**config.mk**
```make
export PLATFORM = sky130hd
export DESIGN_NAME = amba3_axi_wr_slave
export DESIGN_NICKNAME = d
export VERILOG_FILES = /design/src/rtl/pkg_amba3.sv /design/src/rtl/amba3_axi_wr_slave_addr_gen.sv /design/src/rtl/amba3_axi_wr_slave.sv
export SDC_FILE = /design/constraint.sdc
export NUM_CORES = 1
export LEC_CHECK = 0
export CAP_MARGIN = 20
export CORE_MARGIN = 5
export CORE_UTILIZATION = 32
export DETAILED_ROUTE_END_ITERATION = 8
export GPL_TIMING_DRIVEN = 0
export MAX_ROUTING_LAYER = met4
export PLACE_DENSITY_LB_ADDON = 0.05
export SLEW_MARGIN = 25
export SYNTH_ARGS = -nofsm -noshare
export SYNTH_HDL_FRONTEND = slang
export SYNTH_SLANG_ARGS = --single-unit
```
**constraint.sdc**
```tcl
create_clock -name aclk -period 6.7 [get_ports aclk]
set_input_delay 1.34 -clock aclk [delete_from_list [all_inputs] [get_ports aclk]]
set_output_delay 1.34 -clock aclk [all_outputs]
set_load 0.005 [all_outputs]
```
**src/rtl/pkg_amba3.sv**
```systemverilog
// Shared AXI3 types plus the burst address-step helper used by the write slave
// and the future read slave.
package pkg_amba3;

  typedef enum logic [1:0] {
    FIXED      = 2'b00,
    INCR       = 2'b01,
    WRAP       = 2'b10,
    BURST_RSVD = 2'b11
  } burst_type_e;

  typedef enum logic [1:0] {
    OKAY   = 2'b00,
    EXOKAY = 2'b01,
    SLVERR = 2'b10,
    DECERR = 2'b11
  } resp_type_e;

  typedef enum logic [1:0] {
    NORMAL    = 2'b00,
    EXCLUSIVE = 2'b01,
    LOCKED    = 2'b10,
    LOCK_RSVD = 2'b11
  } lock_type_e;

  typedef enum logic [1:0] {
    IDLE = 2'b00,
    DATA = 2'b01,
    RESP = 2'b10
  } wr_state_e;

  // WRAP keeps the bits above the (len+1)*bytes window and wraps the bits inside it.
  function automatic logic [63:0] axi_next_addr(input logic [63:0] addr,
                                                input logic [2:0]  size,
                                                input logic [3:0]  len,
                                                input burst_type_e burst);
    logic [63:0] bytes;
    logic [63:0] mask;
    bytes = 64'd1 << size;
    mask  = ((64'(len) + 64'd1) << size) - 64'd1;
    case (burst)
      INCR:    axi_next_addr = addr + bytes;
      WRAP:    axi_next_addr = (addr & ~mask) | ((addr + bytes) & mask);
      default: axi_next_addr = addr;
    endcase
  endfunction

endpackage

```
**src/rtl/amba3_axi_wr_slave_addr_gen.sv**
```systemverilog
// Burst address register: loads the start address, then steps once per
// accepted beat using axi_next_addr.
module amba3_axi_addr_gen
  import pkg_amba3::*;
#(
  parameter int ADDR_SIZE = 32
) (
  input  logic                 aclk,
  input  logic                 areset_n,
  input  logic                 load,
  input  logic [ADDR_SIZE-1:0] load_addr,
  input  logic                 advance,
  input  logic [2:0]           size,
  input  logic [3:0]           len,
  input  burst_type_e          burst,
  output logic [ADDR_SIZE-1:0] cur_addr
);

  logic [ADDR_SIZE-1:0] cur_addr_q;
  logic [ADDR_SIZE-1:0] cur_addr_d;

  always_comb begin
    cur_addr_d = cur_addr_q;
    if (load) begin
      cur_addr_d = load_addr;
    end else if (advance) begin
      cur_addr_d = ADDR_SIZE'(axi_next_addr(64'(cur_addr_q), size, len, burst));
    end
  end

  always_ff @(posedge aclk or negedge areset_n) begin
    if (!areset_n) begin
      cur_addr_q <= '0;
    end else begin
      cur_addr_q <= cur_addr_d;
    end
  end

  assign cur_addr = cur_addr_q;

endmodule

```
**src/rtl/amba3_axi_wr_slave.sv**
```systemverilog
// AXI3 write-path slave: one outstanding burst, count-terminated, driving a
// word-wide memory write port. Optional macro: AMBA3_AXI_WR_SLAVE_DECERR_EN.
module amba3_axi_wr_slave
  import pkg_amba3::*;
#(
  parameter int AXID_SIZE = 4,
  parameter int ADDR_SIZE = 32,
  parameter int DATA_SIZE = 32,
  parameter int MEM_DEPTH = 1024,
  localparam int STRB_SIZE = DATA_SIZE / 8,
  localparam int MEM_AW    = $clog2(MEM_DEPTH)
) (
  input  logic                 aclk,
  input  logic                 areset_n,
  input  logic [AXID_SIZE-1:0] awid,
  input  logic [ADDR_SIZE-1:0] awaddr,
  input  logic [3:0]           awlen,
  input  logic [2:0]           awsize,
  input  burst_type_e          awburst,
  input  logic                 awvalid,
  output logic                 awready,
  input  logic [AXID_SIZE-1:0] wid,
  input  logic [DATA_SIZE-1:0] wdata,
  input  logic [STRB_SIZE-1:0] wstrb,
  input  logic                 wlast,
  input  logic                 wvalid,
  output logic                 wready,
  output logic [AXID_SIZE-1:0] bid,
  output resp_type_e           bresp,
  output logic                 bvalid,
  input  logic                 bready,
  output logic                 mem_we,
  output logic [MEM_AW-1:0]    mem_addr,
  output logic [DATA_SIZE-1:0] mem_wdata,
  output logic [STRB_SIZE-1:0] mem_wstrb
);

  localparam int LSB = $clog2(STRB_SIZE);

  wr_state_e            state_q, state_d;
  logic [AXID_SIZE-1:0] id_q, id_d;
  logic [3:0]           len_q, len_d;
  logic [3:0]           beat_cnt_q, beat_cnt_d;
  logic [2:0]           size_q, size_d;
  burst_type_e          burst_q, burst_d;
  logic                 err_q, err_d;
  logic                 dec_q, dec_d;

  logic                 aw_hs;
  logic                 w_hs;
  logic                 aw_err;
  logic                 aw_unaligned;
  logic                 last_beat;
  logic                 beat_err;
  logic                 dec_beat;
  logic [ADDR_SIZE-1:0] cur_addr;
  logic                 addr_unused;

  assign awready = (state_q == IDLE);
  assign wready  = (state_q == DATA);
  assign bvalid  = (state_q == RESP);
  assign bid     = id_q;
  assign aw_hs   = awvalid && awready;
  assign w_hs    = wvalid && wready;

  assign aw_unaligned = (64'(awaddr) & ((64'd1 << awsize) - 64'd1)) != 64'd0;
  assign aw_err = (awsize > 3'(LSB))
               || (awburst == BURST_RSVD)
               || ((awburst == WRAP) && !(awlen inside {4'd1, 4'd3, 4'd7, 4'd15}))
               || ((awburst == WRAP) && aw_unaligned);

  // wlast must be high exactly on the counted final beat; mismatches poison the rest.
  assign last_beat = (beat_cnt_q == len_q);
  assign beat_err  = (wid != id_q) || (wlast != last_beat);

`ifdef AMBA3_AXI_WR_SLAVE_DECERR_EN
  localparam logic [63:0] MEM_BYTES = 64'(MEM_DEPTH) * 64'(STRB_SIZE);
  assign dec_beat = (64'(cur_addr) >= MEM_BYTES);
`else
  assign dec_beat = 1'b0;
`endif

  always_comb begin
    state_d    = state_q;
    id_d       = id_q;
    len_d      = len_q;
    size_d     = size_q;
    burst_d    = burst_q;
    beat_cnt_d = beat_cnt_q;
    err_d      = err_q;
    dec_d      = dec_q;
    case (state_q)
      IDLE: begin
        if (aw_hs) begin
          id_d       = awid;
          len_d      = awlen;
          size_d     = awsize;
          burst_d    = awburst;
          beat_cnt_d = 4'd0;
          err_d      = aw_err;
          dec_d      = 1'b0;
          state_d    = DATA;
        end
      end
      DATA: begin
        if (w_hs) begin
          beat_cnt_d = beat_cnt_q + 4'd1;
          err_d      = err_q || beat_err;
          dec_d      = dec_q || dec_beat;
          if (last_beat) begin
            state_d = RESP;
          end
        end
      end
      RESP: begin
        if (bready) begin
          state_d = IDLE;
        end
      end
      default: state_d = IDLE;
    endcase
  end

  always_comb begin
    bresp = OKAY;
    if (state_q == RESP) begin
      if (dec_q) begin
        bresp = DECERR;
      end else if (err_q) begin
        bresp = SLVERR;
      end
    end
  end

  always_ff @(posedge aclk or negedge areset_n) begin
    if (!areset_n) begin
      state_q    <= IDLE;
      id_q       <= '0;
      len_q      <= '0;
      size_q     <= '0;
      burst_q    <= FIXED;
      beat_cnt_q <= '0;
      err_q      <= 1'b0;
      dec_q      <= 1'b0;
    end else begin
      state_q    <= state_d;
      id_q       <= id_d;
      len_q      <= len_d;
      size_q     <= size_d;
      burst_q    <= burst_d;
      beat_cnt_q <= beat_cnt_d;
      err_q      <= err_d;
      dec_q      <= dec_d;
    end
  end

  amba3_axi_addr_gen #(
    .ADDR_SIZE(ADDR_SIZE)
  ) u_addr_gen (
    .aclk     (aclk),
    .areset_n (areset_n),
    .load     (aw_hs),
    .load_addr(awaddr),
    .advance  (w_hs),
    .size     (size_q),
    .len      (len_q),
    .burst    (burst_q),
    .cur_addr (cur_addr)
  );

  // Without decode checking the address bits above the memory window alias.
  assign addr_unused = ^cur_addr;

  assign mem_we    = w_hs && !(err_q || beat_err) && !dec_beat;
  assign mem_addr  = cur_addr[MEM_AW+LSB-1:LSB];
  assign mem_wdata = wdata;
  assign mem_wstrb = wstrb;

endmodule

```
==> results of run 1 <==
==> cell families after synthesis <==
kind of cell | Yosys count | share of synthesized area (%)
DFF | 32 | 26.04
muxes | 13 | 4.313
other | 1 | 0.1219
adders and majority gates | 13 | 5.533
and+or+nand+nor | 168 | 26.24
buffers and inverters | 67 | 15.30
AOI/OAI and AO/OA | 66 | 15.38
xor gates and xnor gates | 24 | 7.079
==> worst max-delay path, cell delays in order <==
cell	delay, ns
clkdlybuf4s50_1	0.47
xnor2_1	0.12
nand3_1	0.09
or4_1	0.54
nor2_1	0.11
clkdlybuf4s50_1	0.51
==> cells in the final DEF, fill, tap and decap left out, drive strengths merged, types with 3 or more instances in the layout <==
cell type,Yosys,final
a211oi,4,4
a21o,3,3
a21oi,14,14
a31oi,5,5
and2,8,8
buf,56,58
clkbuf,7,12
clkdlybuf4s50,0,91
clkinv,0,3
dfrtp,32,32
ha,12,12
inv,4,4
mux2i,11,11
nand2,71,71
nand2b,8,8
nand3,10,10
nand4,5,5
nor2,30,30
nor2b,10,10
nor3,11,11
o211ai,5,5
o21a,3,3
o21ai,18,18
o311ai,3,3
or4,3,3
xnor2,12,12
xor2,12,12
==> report_power, final <==
group / internal [mW] / total, mW / switching, mW
combinational: 0.580 / 1.22 / 0.642
sequential: 0.284 / 0.368 / 0.0838
clock: 0.0724 / 0.152 / 0.0799
==> cell type report <==
cell class | instances | area [um^2]
Tap cell | 129 | 161.4
Timing Repair Buffer | 93 | 943.4
Sequential cell | 32 | 800.8
Fill cell | 967 | 5016
Multi-Input combinational cell | 285 | 1804
Clock buffer | 5 | 68.82
Clock inverter | 3 | 18.77
Inverter | 4 | 15.01
Buffer | 63 | 455.4
==> stage by stage <==
stage                     instances  setup WS [ns]  power [mW]  instance area (um^2)
after floorplan                 384          3.194       1.220                  3075
after global placement          605          2.165       1.579                  4158
after detailed placement        606          2.162       1.588                  4180
after CTS                       614          2.161       1.755                  4268
after global routing            614          2.063       1.912                  4268
final                           614          2.191       1.742                  4268
==> routing by layer <==
metal / track usage, % / part of all wire (%) / up-vias
li1: - / - / 1476
met1: 21.36 / 46 / 1311
met2: 26.60 / 47 / 108
met3: 2.687 / 6.0 / 9
met4: 3.427 / 0.82 / 0
met5: - / 0 / -
==> worst paths after layout <==
| check | to | slack, ns |
|---|---|---|
| worst max-delay path | mem_we | 2.19 |
| worst min-delay path | burst_q[0]$_DFFE_PN0P_ | 0.52 |
| worst max register to register | register | 3.51 |
| worst min register to register | burst_q[0]$_DFFE_PN0P_ | 0.52 |
| max in group asynchronous | asynchronous set/reset pin | 5.23 |
| min in group asynchronous | burst_q[1]$_DFFE_PN0P_ | 1.01 |
==> impl_metrics.ini, run 1 <==
[cts]
cts_tree = done
cts_made_buffers = 5
htree_levels = 2
cts_setup_buffers = 0
cts.sinks = 32
ctsHoldBuffers = 0
clockRootBuffer = clkbuf_8
clk_pin_slew_ns = 0.07
cts.path.max_buffers = 2
post_cts_resized = 0
clock_latency_ns = 0.29

[worst_setup_path]
crit_type = input port to primary output
reg2reg_from = size_q[0]$_DFFE_PN0P_
cp-start-kind = input port
arrival_ns = 3.17
critPathLaunch = wid[3]
worstPathRequired_ns = 5.36
cp_max_fo = 2
r2r_cells = 14
end_kind = primary output

[synthesis]
synth_top_area_cell = dfrtp_1
syn_area_um2 = 3075
yosys-top-cells-count = nand2_1, buf_4, dfrtp_1
yosysSeqAreaShare_pct = 26.04
yosysMostFrequentCell = nand2_1
yosys_warnings = 0
synth_fp_nets = 488
ys_seq_elements = 32
syn_area_per_cell_um2 = 8.009
synthCells = 384
async_reset_ff_share_pct = 100.0
synthFlopType = dfrtp_1
synth_edf_count = 0
ys_types = 62
synth_area_leaders = dfrtp_1, buf_4, nand2_1
synth_top_area_share_pct = 26.04

[floorplanning]
dieHeight_um = 108.0
coreArea_um2 = 9284
initial_core_util_pct = 33.13
ioPinCount = 147
die_x_um = 108.0
dieArea_um2 = 11670
row_count = 35

[timing]
max_freq_mhz = 221.8
rsz0062_at_grt = no
timing.final.max_slew_violations = 0
hold_violations = 0
relSlewSlack_pct = 49.45
hold_slack_ns = 0.5249
skew_ns = 0.007910
post-route-period-util_pct = 67.30
timing.final.crit_period_ns = 4.509
setup_violations = 0
worst_pin_slew_ns = 0.7513
finalSetupTns_ns = 0

[global_route]
grt_max_degree = 19
grt_util_all_layers_pct = 16.29
antenna_found_initial = 0
grt_pass1_wl_um = 14760
grt_pass1_vias = 2974
gr-total-overflow = 0

[detailed_routing]
viasPerCell = 4.730
drc = 0
wl_per_cell_um = 14.83
drtIter0Drc = 87
dr.pass1.iters = 5
drt-total-wl_um = 9104
final_antenna_net_count = 0
vias = 2904

[placed_design]
hpwl_um = 7285
gp_congestion = 0.8557
port_buffers = 92

[hold_path]
worstHoldPathCells = 2
hp-start = burst_q[0]$_DFFE_PN0P_
hp-class = register to register

[cells_and_area]
postLayoutCoreUtil_pct = 45.97
drive_above_1_share_pct = 16.49
diodes = 0
nNetsFinal = 588
area_delta_synth_final_pct = 38.77

[power_and_ir_drop]
power_density_nw_per_um2 = 408.2
p_leak_nw = 1.851
peakVddDrop_uv = 165.4

[flow_run]
cap_violations = 0

[status]
outcome = completed
No activity file was read; power rests on OpenSTA's default activity.
==> inputs of run 2 (changes only) <==
clock period = 4.5 ns   (was 6.7 ns; I/O delays follow)
==> results of run 2 <==
The final DEF is identical to that of run 1. Status: completed.
Among the figures that moved: setup slack after placement 2.162 ns -> 0.8419 ns; setup slack after layout 2.191 ns -> 0.7553 ns; start point of the critical path wid[3] -> len_q[0]$_DFFE_PN0P_; register-to-register setup slack 3.51 ns -> 1.31 ns; total power 1.742 mW -> 2.594 mW; worst IR drop on VDD 165.4 uV -> 246.3 uV
==> inputs of run 3 (changes only) <==
clock period = 3.37 ns   (was 4.5 ns; I/O delays follow)
==> impl_metrics.ini, run 3 (same netlist as run 1, synthesis figures left out) <==
[power_and_ir_drop]
power_density_nw_per_um2 = 817.7
peakVddDrop_uv = 329.2
clock_power_share_pct = 8.6
combPwrFrac_pct = 70.5
power_mw = 3.508
p_int_mw = 1.876
p_leak_nw = 1.857
p_sw_share_pct = 46.53
p_switching_mw = 1.632
pwr-share-seq_pct = 20.9

[cts]
clk_pin_slew_ns = 0.08
cts_tree = done
htree_levels = 2
cts_made_buffers = 5
cts.sinks = 32
clock_latency_ns = 0.29
cts.path.max_buffers = 2
clockRootBuffer = clkbuf_8

[detailed_routing]
dr.pass1.iters = 5
viasPerCell = 4.730
vias = 2904
drtIter0Drc = 107
wl_per_cell_um = 14.87
final_antenna_net_count = 0
drc = 0
drt-total-wl_um = 9132

[timing]
timing.final.crit_period_ns = 3.192
post-route-period-util_pct = 94.72
worst_pin_slew_ns = 0.6614
hold_violations = 0
skew_ns = 0.007298
setup_violations = 0
finalSetupTns_ns = 0
timing.final.max_slew_violations = 0
max_freq_mhz = 313.3
rsz0062_at_grt = no
hold_slack_ns = 0.3397
relSlewSlack_pct = 55.61

[cells_and_area]
mostFrequentLayoutCells = clkdlybuf4s50_1, nand2_1, buf_4, dfrtp_1, nor2_1
stdcell_area_um2 = 4290
fillers = 966
area_delta_synth_final_pct = 39.50
nNetsFinal = 588
layout_commonest_cell = clkdlybuf4s50_1
diodes = 0
drive_above_1_share_pct = 17.32
layout.cells.non_filler = 614

[global_route]
grt_max_degree = 19
grt_pass1_wl_um = 14790
grt_util_all_layers_pct = 16.33
antenna_found_initial = 0
grt_pass1_vias = 2982
gr-total-overflow = 0

[floorplanning]
row_count = 35
ioPinCount = 147
initial_core_util_pct = 33.13
dieArea_um2 = 11670
die_x_um = 108.0
coreArea_um2 = 9284
dieHeight_um = 108.0

[worst_setup_path]
cp-start-kind = register
worstPathRequired_ns = 2.70
crit_type = register to primary output
arrival_ns = 2.52
cp_max_fo = 8
end_kind = primary output

[placed_design]
gp_congestion = 0.8557
placed_cells = 606
dpl-instance-area_um2 = 4180
port_buffers = 92
hpwl_um = 7285

[flow_run]
cap_violations = 0

[hold_path]
hp-class = input port to asynchronous set/reset pin

[status]
outcome = completed
-- run 3: power by group through the flow --
stage	clock network, mW	logic [mW]	registers, mW
detailed placement	0	2.42	0.735
floorplan	0	1.73	0.696
CTS	0.315	2.47	0.733
global route	0.330	2.75	0.763
global placement	0	2.40	0.734
finish	0.303	2.47	0.732
-- run 3: timing repair --
item	4_1_cts	5_1_grt
setup endpoints to repair	1	2
pin swaps	0	1
resized for setup	2	5
hold buffers	0	0
setup buffers	0	0
-- run 3: per-layer routing --
metal	vias up	wire, um	global-route usage [%]
met4	0	89	3.427
met3	11	521	2.687
met2	107	4262	26.69
met1	1312	4259	21.40
met5	-	0	-
li1	1474	-	-
-- run 3: final timing paths --
path,from,end,depth (start not counted),slack (ns)
max,len_q[2]$_DFFE_PN0P_,mem_we,7,0.18
min,areset_n,burst_q[1]$_DFFE_PN0P_,1,0.34
max reg2reg,size_q[1]$_DFFE_PN0P_,register,14,0.33
min reg2reg,burst_q[0]$_DFFE_PN0P_,burst_q[0]$_DFFE_PN0P_,2,0.52
max in group asynchronous,areset_n,asynchronous set/reset pin,2,2.57
min in group aclk,burst_q[0]$_DFFE_PN0P_,burst_q[0]$_DFFE_PN0P_,2,0.52
-- run 3: worst max-delay path: stages, from the launching register on --
cell             delay (ns)
dfrtp_1                0.37
buf_6                  0.15
xor2_1                 0.18
nor4_4                 0.38
xor2_1                 0.11
or4_4                  0.43
nor2_1                 0.10
clkdlybuf4s50_1        0.50
-- run 3: per-stage QoR --
step / utilization (%) / setup WS (ns)
after floorplan: - / 0.5609
after global placement: 44.78 / 0.1135
after detailed placement: 45.03 / 0.1128
after CTS: 46.13 / 0.09639
after global routing: 46.21 / 0.002661
final: 46.21 / 0.1781
-- run 3: cell type report --
cell class | count | area (um^2) | area share, %
flip-flops and latches | 32 | 800.8 | 18.66
multi-input cells | 285 | 1826 | 42.55
repair buffers | 93 | 943.4 | 21.99
inverters | 4 | 15.01 | 0.3500
clock buffers | 5 | 68.82 | 1.604
well taps | 129 | 161.4 | 3.762
plain buffers | 63 | 456.7 | 10.64
clock inverters | 3 | 18.77 | 0.4374
